===== src/rtl/register_sequencer_pkg.sv =====
// -----------------------------------------------------------------------------
// register_sequencer_pkg
// Shared encodings for the ForthCPU register sequencer:
//   - REG_SEQX_*     register sequence selector
//   - BYTEX_*        word / byte access width
//   - REG_BYTE_ENX_* port A byte-lane strobes
//   - PHASE_*        four-phase instruction timing
// Optional feature macro (used by the top level): REG_SEQ_BYTE_LANE_EN
// -----------------------------------------------------------------------------
package register_sequencer_pkg;

    localparam int INSTR_W_DEFAULT = 16;

    typedef enum logic [1:0] {
        REG_SEQX_NONE    = 2'b00,
        REG_SEQX_RDA_RDB = 2'b01,
        REG_SEQX_UPA_RDB = 2'b10,
        REG_SEQX_WRA_UPB = 2'b11
    } reg_seqx_t;

    typedef enum logic {
        BYTEX_WORD = 1'b0,
        BYTEX_BYTE = 1'b1
    } bytex_t;

    typedef enum logic [1:0] {
        REG_BYTE_ENX_NONE = 2'b00,
        REG_BYTE_ENX_LOW  = 2'b01,
        REG_BYTE_ENX_HIGH = 2'b10,
        REG_BYTE_ENX_BOTH = 2'b11
    } reg_byte_enx_t;

    typedef enum logic [1:0] {
        PHASE_FETCH   = 2'b00,
        PHASE_DECODE  = 2'b01,
        PHASE_EXECUTE = 2'b10,
        PHASE_COMMIT  = 2'b11
    } phase_t;

    // The phase sequence never stalls, so the successor is a plain wrap-around.
    function automatic phase_t next_phase(input phase_t cur);
        return phase_t'(cur + 2'd1);
    endfunction

endpackage


===== src/rtl/register_sequencer_instruction_phase_decoder.sv =====
// -----------------------------------------------------------------------------
// instruction_phase_decoder
// Free-running four-phase counter with one-hot phase strobes and the
// instruction latch.
//
// state   | meaning
// --------+-------------------------------------------------------------
// FETCH   | memory read data on DIN; latched at the end if PC_ENX=1
// DECODE  | instruction word stable for the decoder
// EXECUTE | register ports read
// COMMIT  | register ports written back
//
// Ports
//   CLK, RESET      clock, synchronous active-high reset
//   DIN             instruction source (memory read data)
//   PC_ENX          load enable for INSTRUCTION at the end of FETCH
//   FETCH..COMMIT   one-hot phase strobes, all 0 while RESET=1
//   INSTRUCTION     latched instruction word
// -----------------------------------------------------------------------------
module instruction_phase_decoder
    import register_sequencer_pkg::*;
#(
    parameter int INSTR_W = INSTR_W_DEFAULT
) (
    input  logic               CLK,
    input  logic               RESET,
    input  logic [INSTR_W-1:0] DIN,
    input  logic               PC_ENX,
    output logic               FETCH,
    output logic               DECODE,
    output logic               EXECUTE,
    output logic               COMMIT,
    output logic [INSTR_W-1:0] INSTRUCTION
);

    phase_t phase;
    phase_t phase_nxt;

    always_ff @(posedge CLK) begin
        if (RESET) begin
            phase <= PHASE_FETCH;
        end else begin
            phase <= phase_nxt;
        end
    end

    always_comb begin
        phase_nxt = next_phase(phase);
    end

    // Phase strobes are gated by RESET directly so that a reset arriving
    // mid-instruction silences them in the same cycle.
    always_comb begin
        FETCH   = 1'b0;
        DECODE  = 1'b0;
        EXECUTE = 1'b0;
        COMMIT  = 1'b0;
        if (!RESET) begin
            case (phase)
                PHASE_FETCH:   FETCH   = 1'b1;
                PHASE_DECODE:  DECODE  = 1'b1;
                PHASE_EXECUTE: EXECUTE = 1'b1;
                PHASE_COMMIT:  COMMIT  = 1'b1;
                default:       FETCH   = 1'b0;
            endcase
        end
    end

    always_ff @(posedge CLK) begin
        if (RESET) begin
            INSTRUCTION <= '0;
        end else if (phase == PHASE_FETCH && PC_ENX) begin
            INSTRUCTION <= DIN;
        end
    end

endmodule


===== src/rtl/register_sequencer.sv =====
// -----------------------------------------------------------------------------
// register_sequencer
// Four-phase instruction timing plus register-file port control for the
// ForthCPU core. Port A/B enables, write enables and port A byte-lane strobes
// are decoded combinationally from the current phase and REG_SEQX/BYTEX/A0.
//
// Optional feature macro: REG_SEQ_BYTE_LANE_EN
//   defined     -> byte accesses on UPA_RDB/WRA_UPB select one lane by A0
//   not defined -> BYTEX/A0 ignored, port A always uses both lanes
//
// Ports
//   CLK, RESET               clock, synchronous active-high reset
//   DIN, PC_ENX              instruction source and its load enable
//   REG_SEQX, BYTEX, A0      register sequence, access width, byte address LSB
//   FETCH..COMMIT            one-hot phase strobes
//   INSTRUCTION              latched instruction word
//   REGA_BYTE_EN             port A lane strobes
//   REGA_EN/REGA_WEN         port A enable / write enable
//   REGB_EN/REGB_WEN         port B enable / write enable (always word-wide)
// -----------------------------------------------------------------------------
module register_sequencer
    import register_sequencer_pkg::*;
#(
    parameter int INSTR_W = INSTR_W_DEFAULT
) (
    input  logic               CLK,
    input  logic               RESET,
    input  logic [INSTR_W-1:0] DIN,
    input  logic               PC_ENX,
    input  logic [1:0]         REG_SEQX,
    input  logic               BYTEX,
    input  logic               A0,
    output logic               FETCH,
    output logic               DECODE,
    output logic               EXECUTE,
    output logic               COMMIT,
    output logic [INSTR_W-1:0] INSTRUCTION,
    output logic [1:0]         REGA_BYTE_EN,
    output logic               REGA_EN,
    output logic               REGA_WEN,
    output logic               REGB_EN,
    output logic               REGB_WEN
);

    reg_seqx_t seq;

    assign seq = reg_seqx_t'(REG_SEQX);

    instruction_phase_decoder #(
        .INSTR_W (INSTR_W)
    ) u_phase (
        .CLK         (CLK),
        .RESET       (RESET),
        .DIN         (DIN),
        .PC_ENX      (PC_ENX),
        .FETCH       (FETCH),
        .DECODE      (DECODE),
        .EXECUTE     (EXECUTE),
        .COMMIT      (COMMIT),
        .INSTRUCTION (INSTRUCTION)
    );

`ifndef REG_SEQ_BYTE_LANE_EN
    logic unused_lane_inputs;
    assign unused_lane_inputs = BYTEX ^ A0;
`endif

    always_comb begin
        REGA_BYTE_EN = REG_BYTE_ENX_NONE;
        REGA_EN      = 1'b0;
        REGA_WEN     = 1'b0;
        REGB_EN      = 1'b0;
        REGB_WEN     = 1'b0;
        if (!RESET && (EXECUTE || COMMIT) && seq != REG_SEQX_NONE) begin
            REGA_EN      = 1'b1;
            REGB_EN      = 1'b1;
            REGA_BYTE_EN = REG_BYTE_ENX_BOTH;
`ifdef REG_SEQ_BYTE_LANE_EN
            // Read-only sequences always fetch the full word from port A.
            if (seq != REG_SEQX_RDA_RDB && bytex_t'(BYTEX) == BYTEX_BYTE) begin
                REGA_BYTE_EN = A0 ? REG_BYTE_ENX_HIGH : REG_BYTE_ENX_LOW;
            end
`endif
            if (COMMIT) begin
                REGA_WEN = (seq == REG_SEQX_UPA_RDB) || (seq == REG_SEQX_WRA_UPB);
                REGB_WEN = (seq == REG_SEQX_WRA_UPB);
            end
        end
    end

endmodule


===== config.mk =====
export PLATFORM = sky130hd
export DESIGN_NAME = register_sequencer
export DESIGN_NICKNAME = d
export VERILOG_FILES = /design/src/rtl/register_sequencer_pkg.sv /design/src/rtl/register_sequencer_instruction_phase_decoder.sv /design/src/rtl/register_sequencer.sv
export SDC_FILE = /design/constraint.sdc
export NUM_CORES = 1
export LEC_CHECK = 0
export CORE_MARGIN = 1.5
export CORE_UTILIZATION = 35
export DETAILED_ROUTE_END_ITERATION = 10
export PLACE_DENSITY = 0.73
export REMOVE_ABC_BUFFERS = 1
export SLEW_MARGIN = 20
export SYNTH_ARGS = -nofsm -noshare
export SYNTH_HDL_FRONTEND = slang
export SYNTH_HIERARCHICAL = 1
export SYNTH_SLANG_ARGS = --single-unit

===== constraint.sdc =====
create_clock -name CLK -period 1.2 [get_ports CLK]
set_input_delay 0.24 -clock CLK [delete_from_list [all_inputs] [get_ports CLK]]
set_output_delay 0.24 -clock CLK [all_outputs]
set_load 0.01 [all_outputs]

==> metrics.md, run 1 <==
| Metric | Value |
|---|---|
| Final worst path period need | ~1600 ps |
| Nets@finish | 177 |
| Via count | 892 |
| Multi-input logic area | ~620 um2 |
| Diodes inserted | 0 |
| Kind of critical path | flip-flop to primary output |
| FMAX | 0.607 GHz |
| Part of the Yosys area used for sequential elements | about 38% |
| CP endpoint kind | primary output |
| Number of port buffers | 46 |
| Wire length per cell | 14.4 um |
| Total track usage | 16.7% |
| Area growth, synth to finish | 75.8% |
| Core Area | about 2500 um2 |
| Via count of the first global-routing pass | 892 |
| Max Slew Vio Count | 0 |
| Initial core utilization | 37.9% |
| # hold bufs at CTS | 0 |
| Post-route setup slack | -448 ps |
| Hold Path Depth | 3 |
| Setup_tns | -7870 ps |
| WP data required | roughly 960 ps |
| Post-DRT Antenna Nets | 0 |
| First-pass GRT wire length | 4150 um |
| Final Skew | 2.37 ps |
| Slew @ Worst Pin | 357 ps |
| Crit path max fanout | 4 |
| Post-DP HPWL | around 1600 um |
| Register Area | 368 um2 |
| Library cells used by synthesis | 16 |
| Non-Filler Instances | 179 |
| Clk slew on worst S/H paths | between 100 and 150 ps |
| Starting DRC count in detailed routing | 9 |
| Die area | 3060 um2 |
| Sinks on Clock Net | 18 |
| Drt first pass iters | 4 |
| Ports | 49 |
| Peak supply drop | 0.000746 V |
| Status | complete, but fails checks |
| Mapped Avg Cell Area | 10.1 um2 |
| Final worst path period share | 137% |
| Initial antenna violation count | 0 |
| Worst skew pair latency | 290 ps |
| Final Wtd Congestion | 0.753 |
| DRC | 0 |
| Synthesized instance count | 95 |
| Reg2Reg Depth | 8 |
| H-tree level count | 1 |
| Min Hold Slack | 499 ps |
| CTS root buffer | clkbuf_4 |
| WL met2 | ~1200 um |
| Met3 routed WL | 259 um |
| Fraction of layout cells with a size suffix above 1 | 44.3% |
| TritonCTS clock tree | built |
| Max cap viols | 0 |
| Fillers | about 210 |
| Uppermost layer routed | met4 |
| Clk buf depth | 2 |
| Cell Pwr Density | 933 nW/um2 |
| Flops & latches, synth | 18 |
| Yosys warns | 6 |
| RSZ-0062 raised after global routing | true |
| P_leak | 0.000698 uW |
| Fin. Hold Viols | 0 |
| Inserted Clock Buffers | 3 |
| Die extent in y | around 55 um |
| Startpoint Class | flip-flop |
| Hold crit path type | input pin to flip-flop |
| Placed cell count | 168 |
| Grt ovf | 0 |
| Routed WL | between 2000 and 3000 um |
| Arrival @ worst endpoint | 1410 ps |
| WL met1 | ~1100 um |
| Largest net degree at the start of global routing | 18 |
| Slew margin rel. | about 76% |
| Row count | 18 |
| Final Setup Violations | 26 |
| Die X-Extent | between 50 and 60 um |
| Cell Area, Synth | 957 um2 |
| Vias per Instance | 4.98 |
| Violated checks | setup timing |
-- path summary, 6_finish.rpt --
check | from | endpoint | slack (ps)
max | u_phase/phase[0] | REGB_EN | -450
min reg2reg | u_phase/INSTRUCTION[1] | u_phase/INSTRUCTION[1] | 560
min | DIN[3] | u_phase/INSTRUCTION[3] | 500
max reg2reg | u_phase/phase[0] | u_phase/INSTRUCTION[1] | -250
-- worst max-delay path, cell delays in order (launching register included) --
cell and delay, ps:
dfxtp_4 400, inv_4 40, ha_4 140, nor2b_4 130, o22ai_4 210, nor2_4 60
buf_2 140
-- where the power goes --
group / switching, uW / internal, uW / total, uW
sequential: 27.1 / 637 / 664
combinational: 222 / 300 / 523
clock: 198 / 185 / 383
total: 448 / 1120 / 1570
-- per-stage QoR --
| stage | util, % | power, uW | setup WS, ps | instance area [um2] |
|---|---|---|---|---|
| floorplan | - | 825 | -471 | 856 |
| global placement | 56.3 | 1050 | -849 | 1420 |
| detailed placement | 56.3 | 1060 | -943 | 1420 |
| CTS | 63.7 | 1550 | -449 | 1610 |
| global route | 66.7 | 1640 | -500 | 1680 |
| finish | 66.7 | 1570 | -448 | 1680 |
-- layer usage --
| metal | up-vias | track usage (%) |
|---|---|---|
| met5 | - | 0 |
| met4 | 0 | 5.23 |
| met2 | 41 | 27.9 |
| met3 | 2 | 7.03 |
| li1 | 436 | - |
| met1 | 413 | 19.4 |
-- timing repair --
| item | in CTS | in global routing |
|---|---|---|
| pin swaps | 11 | 14 |
| setup buffers | 3 | 3 |
| setup endpoints to repair | 42 | 31 |
| gates resized for setup | 90 | 19 |
| cloned | 2 | 0 |
| endpoints found under the hold margin | 0 | 0 |
-- placed cells by master, fill, tap and decap left out, drive strengths merged --
master,instances
buf,26
nor2,3
clkbuf,4
nand2,1
o22ai,1
clkdlybuf4s50,19
inv,2
ha,4
nor2b,5
a21oi,16
a21bo,16
dfxtp,18
nor3b,1
dlygate4sd2,11
clkdlybuf4s15,6
nand3,16
-- flip-flops by register name (all words and copies together), names as in the netlist --
name,count
u_phase/phase,2
u_phase/INSTRUCTION,16
-- synth_stat cells --
| library cell | n | area share (%) |
|---|---|---|
| nor3b_2 | 1 | 1.3 |
| o22ai_1 | 1 | 0.65 |
| ha_1 | 4 | 5.2 |
| nor2_1 | 3 | 1.2 |
| buf_6 | 5 | 5.9 |
| dfxtp_1 | 18 | 38 |
| nand3_1 | 16 | 8.4 |
| buf_2 | 3 | 1.6 |
| buf_4 | 4 | 3.1 |
| nand2_1 | 1 | 0.39 |
| inv_1 | 2 | 0.78 |
| a21bo_2 | 2 | 2.1 |
| a21bo_1 | 14 | 15 |
| nor2b_1 | 5 | 3.3 |
| a21oi_1 | 2 | 1.0 |
| a21oi_2 | 14 | 13 |
-- cell type report --
| cell class | instances | share of cell area [%] |
|---|---|---|
| inverters | 2 | 0.595 |
| repair buffers | 62 | 36.5 |
| multi-input cells | 63 | 36.7 |
| flip-flops and latches | 18 | 21.9 |
| clock buffers | 4 | 2.16 |
| well taps | 30 | 2.23 |
-- cell families after synthesis --
kind of cell	count (synthesis)	synth area share, %
simple gates	26	14.5
compound gates	33	31.2
flops	18	37.6
fa+ha+maj	4	5.23
buf+inv	14	11.4
Note: power is estimated with default switching activity, not from simulation.
==> inputs of run 2 (changes only) <==
--- a/config.mk
+++ b/config.mk
@@ -6,9 +6,9 @@
 export NUM_CORES = 1
 export LEC_CHECK = 0
 export CORE_MARGIN = 1.5
-export CORE_UTILIZATION = 35
+export CORE_UTILIZATION = 42
 export DETAILED_ROUTE_END_ITERATION = 10
-export PLACE_DENSITY = 0.73
+export PLACE_DENSITY = 0.82
 export REMOVE_ABC_BUFFERS = 1
 export SLEW_MARGIN = 20
 export SYNTH_ARGS = -nofsm -noshare
==> constraint.sdc (replaced) <==
create_clock -name CLK -period 2 [get_ports CLK]
set_input_delay 0.4 -clock CLK [delete_from_list [all_inputs] [get_ports CLK]]
set_output_delay 0.4 -clock CLK [all_outputs]
set_load 0.01 [all_outputs]
==> run 2 against run 1 <==
Against the previous run: the flow now finishes without violations; clock power fell by 41%; total power fell by 46%; final cell count fell by 5.6%; flip-flop and latch count did not move; first-iteration DRC count rose by 11%; register-to-register slack improved by 940 ps; count of clock-buffer cells in the layout did not move; design area fell by 14%; worst hold slack improved by 20 ps; critical path type unchanged; largest power group unchanged; highest routed layer unchanged.
==> metrics.md, run 2 (synthesis gave the netlist of run 1 again) <==
| Metric | Value |
|---|---|
| Most frequent cells in the layout | clkdlybuf4s50_1 (35), dfxtp_1 (16), nand3_1 (16) |
| WP data required | 1600 ps (+640 ps) |
| CP endpoint kind | primary output |
| Die extent in y | 50.7 um (-8.2%) |
| Starting DRC count in detailed routing | 10 (+1) |
| # hold bufs at CTS | 0 (unchanged) |
| Slew margin rel. | 79.5% (+3.3 points) |
| Core Area | 2190 um2 (-13%) |
| Row count | 17 (-1) |
| Slew @ Worst Pin | 308 ps (-49.3 ps) |
| Die X-Extent | 50.7 um (-8.2%) |
| Number of port buffers | 46 (unchanged) |
| Wire length per cell | 12.6 um (-12%) |
| FMAX | 0.505 GHz |
| Max Slew Vio Count | 0 (unchanged) |
| Post-DP HPWL | 1390 um (-12%) |
| H-tree level count | 1 (unchanged) |
| Top flop regs | u_phase/INSTRUCTION x16, u_phase/phase x2 |
| Vias per Instance | 4.86 (-2.4%) |
| Worst r2r dst | u_phase/INSTRUCTION[15] |
| Final Wtd Congestion | 0.645 (-14%) |
| CTS root buffer | clkbuf_4 |
| Clk buf depth | 2 (unchanged) |
| Worst setup startpoint | u_phase/phase[0] |
| Cell Pwr Density | 586 nW/um2 (-37%) |
| DRC | 0 (unchanged) |
| RSZ-0062 raised after global routing | true |
| R2R Setup Slk | 690 ps (+940 ps) |
| Post-DRT Antenna Nets | 0 (unchanged) |
| Die area | 2570 um2 (-16%) |
| Worst skew pair latency | 300 ps (about the same) |
| Routed WL | 2130 um (-17%) |
| Total track usage | 17.8% (+1.1 points) |
| TritonCTS clock tree | built |
| Fin. Hold Viols | 0 (unchanged) |
| Fraction of layout cells with a size suffix above 1 | 27.0% (-17 points) |
| Largest net degree at the start of global routing | 33 (+15) |
| Startpoint Class | flip-flop |
| CP endpoint | REGA_BYTE_EN[1] |
| Area growth, synth to finish | 51.8% |
| Clk slew on worst S/H paths | 100 ps (about the same) |
| Grt ovf | 0 (unchanged) |
| Hold crit path type | flip-flop to flip-flop |
| First-pass GRT wire length | 3440 um (-17%) |
| Arrival @ worst endpoint | 1580 ps (+170 ps) |
| Non-Filler Instances | 169 (-5.6%) |
| Diodes inserted | 0 (unchanged) |
| Drt first pass iters | 3 (-1) |
| Most common cell after layout, fill and taps aside | clkdlybuf4s50_1 |
| Ports | 49 (unchanged) |
| Status | finished clean |
| Biggest register | u_phase/INSTRUCTION |
| Finished Core Util | 66.3% (-0.41 points) |
| P_leak | 0.000598 uW (-14%) |
| Max cap viols | 0 (unchanged) |
| Via count of the first global-routing pass | 776 (-13%) |
| Placed cell count | 163 (-3.0%) |
| Largest register FFs | 16 (unchanged) |
| Fillers | 185 (-11%) |
| Via count | 822 (-7.8%) |
| R2r startpoint | u_phase/phase[0] |
| Final worst path period share | about 99% |
| Initial antenna violation count | 0 (unchanged) |
| Kind of critical path | flip-flop to primary output |
| Setup_tns | 0 ps (+7870 ps) |
| Reg2Reg Depth | 5 (-3) |
| Final Setup Violations | 0 (-100%) |
| Sinks on Clock Net | 18 (unchanged) |
| Nets@finish | 169 (-4.5%) |
| Inserted Clock Buffers | 3 (unchanged) |
| Final Skew | 0.974 ps (-1.40 ps) |
| Initial core utilization | 43.7% (+5.7 points) |
| Peak supply drop | 0.000362 V (-52%) |
| Crit path max fanout | 4 (unchanged) |
| Final worst path period need | 1980 ps |
run 2: repair_timing:
item	in CTS	in global routing
pin swaps	1	1
setup endpoints to repair	10	7
hold endpoints to repair	0	0
cloned	0	0
setup buffers	2	0
gates resized for setup	15	10
run 2: how the worst min path moves through the flow:
stage	startpoint	endpoint	slack [ps]	cells past startpoint
2_1_floorplan	u_phase/phase[0]	u_phase/phase[0]	420	1
3_3_place_gp	u_phase/phase[0]	u_phase/phase[0]	430	1
3_5_place_dp	u_phase/phase[0]	u_phase/phase[0]	440	1
4_1_cts	u_phase/phase[0]	u_phase/phase[0]	510	2
5_1_grt	u_phase/phase[0]	u_phase/phase[0]	550	2
6_report	u_phase/phase[0]	u_phase/phase[0]	520	2
run 2: stage by stage:
stage	hold WS, ps	setup slack (ps)	power [uW]	cell area [um2]
after floorplan	418	169	495	856
after global placement	432	-323	625	1400
after detailed placement	445	-394	630	1400
after CTS	514	9.93	867	1450
after global routing	546	-53.0	898	1450
final	520	18.9	851	1450
run 2: worst max-delay path: stages (launching register included):
cell and delay, ps:
dfxtp_2 350, inv_1 90, ha_1 150, nor2b_2 190, o22ai_2 100, nor2_2 140
clkdlybuf4s15_1 260
run 2: cell type report:
type	instances	area [um2]	area share, %
timing repair buffer	54	504	34.7
sequential	18	363	25.0
multi-input combinational	63	507	34.9
tap	28	35.0	2.41
clock buffer	4	36.3	2.50
inverter	2	7.51	0.517
run 2: where the power goes:
part           switching [uW]  internal [uW]  leakage, uW
clock                     113            111    0.0000210
sequential               12.3            383     0.000148
combinational             103            128     0.000428
run 2: routing by layer:
layer	track usage, %	share of wire, %
met1	22.2	47
met2	28.5	43
met3	3.87	7.5
met4	9.46	2.1
met5	0	0
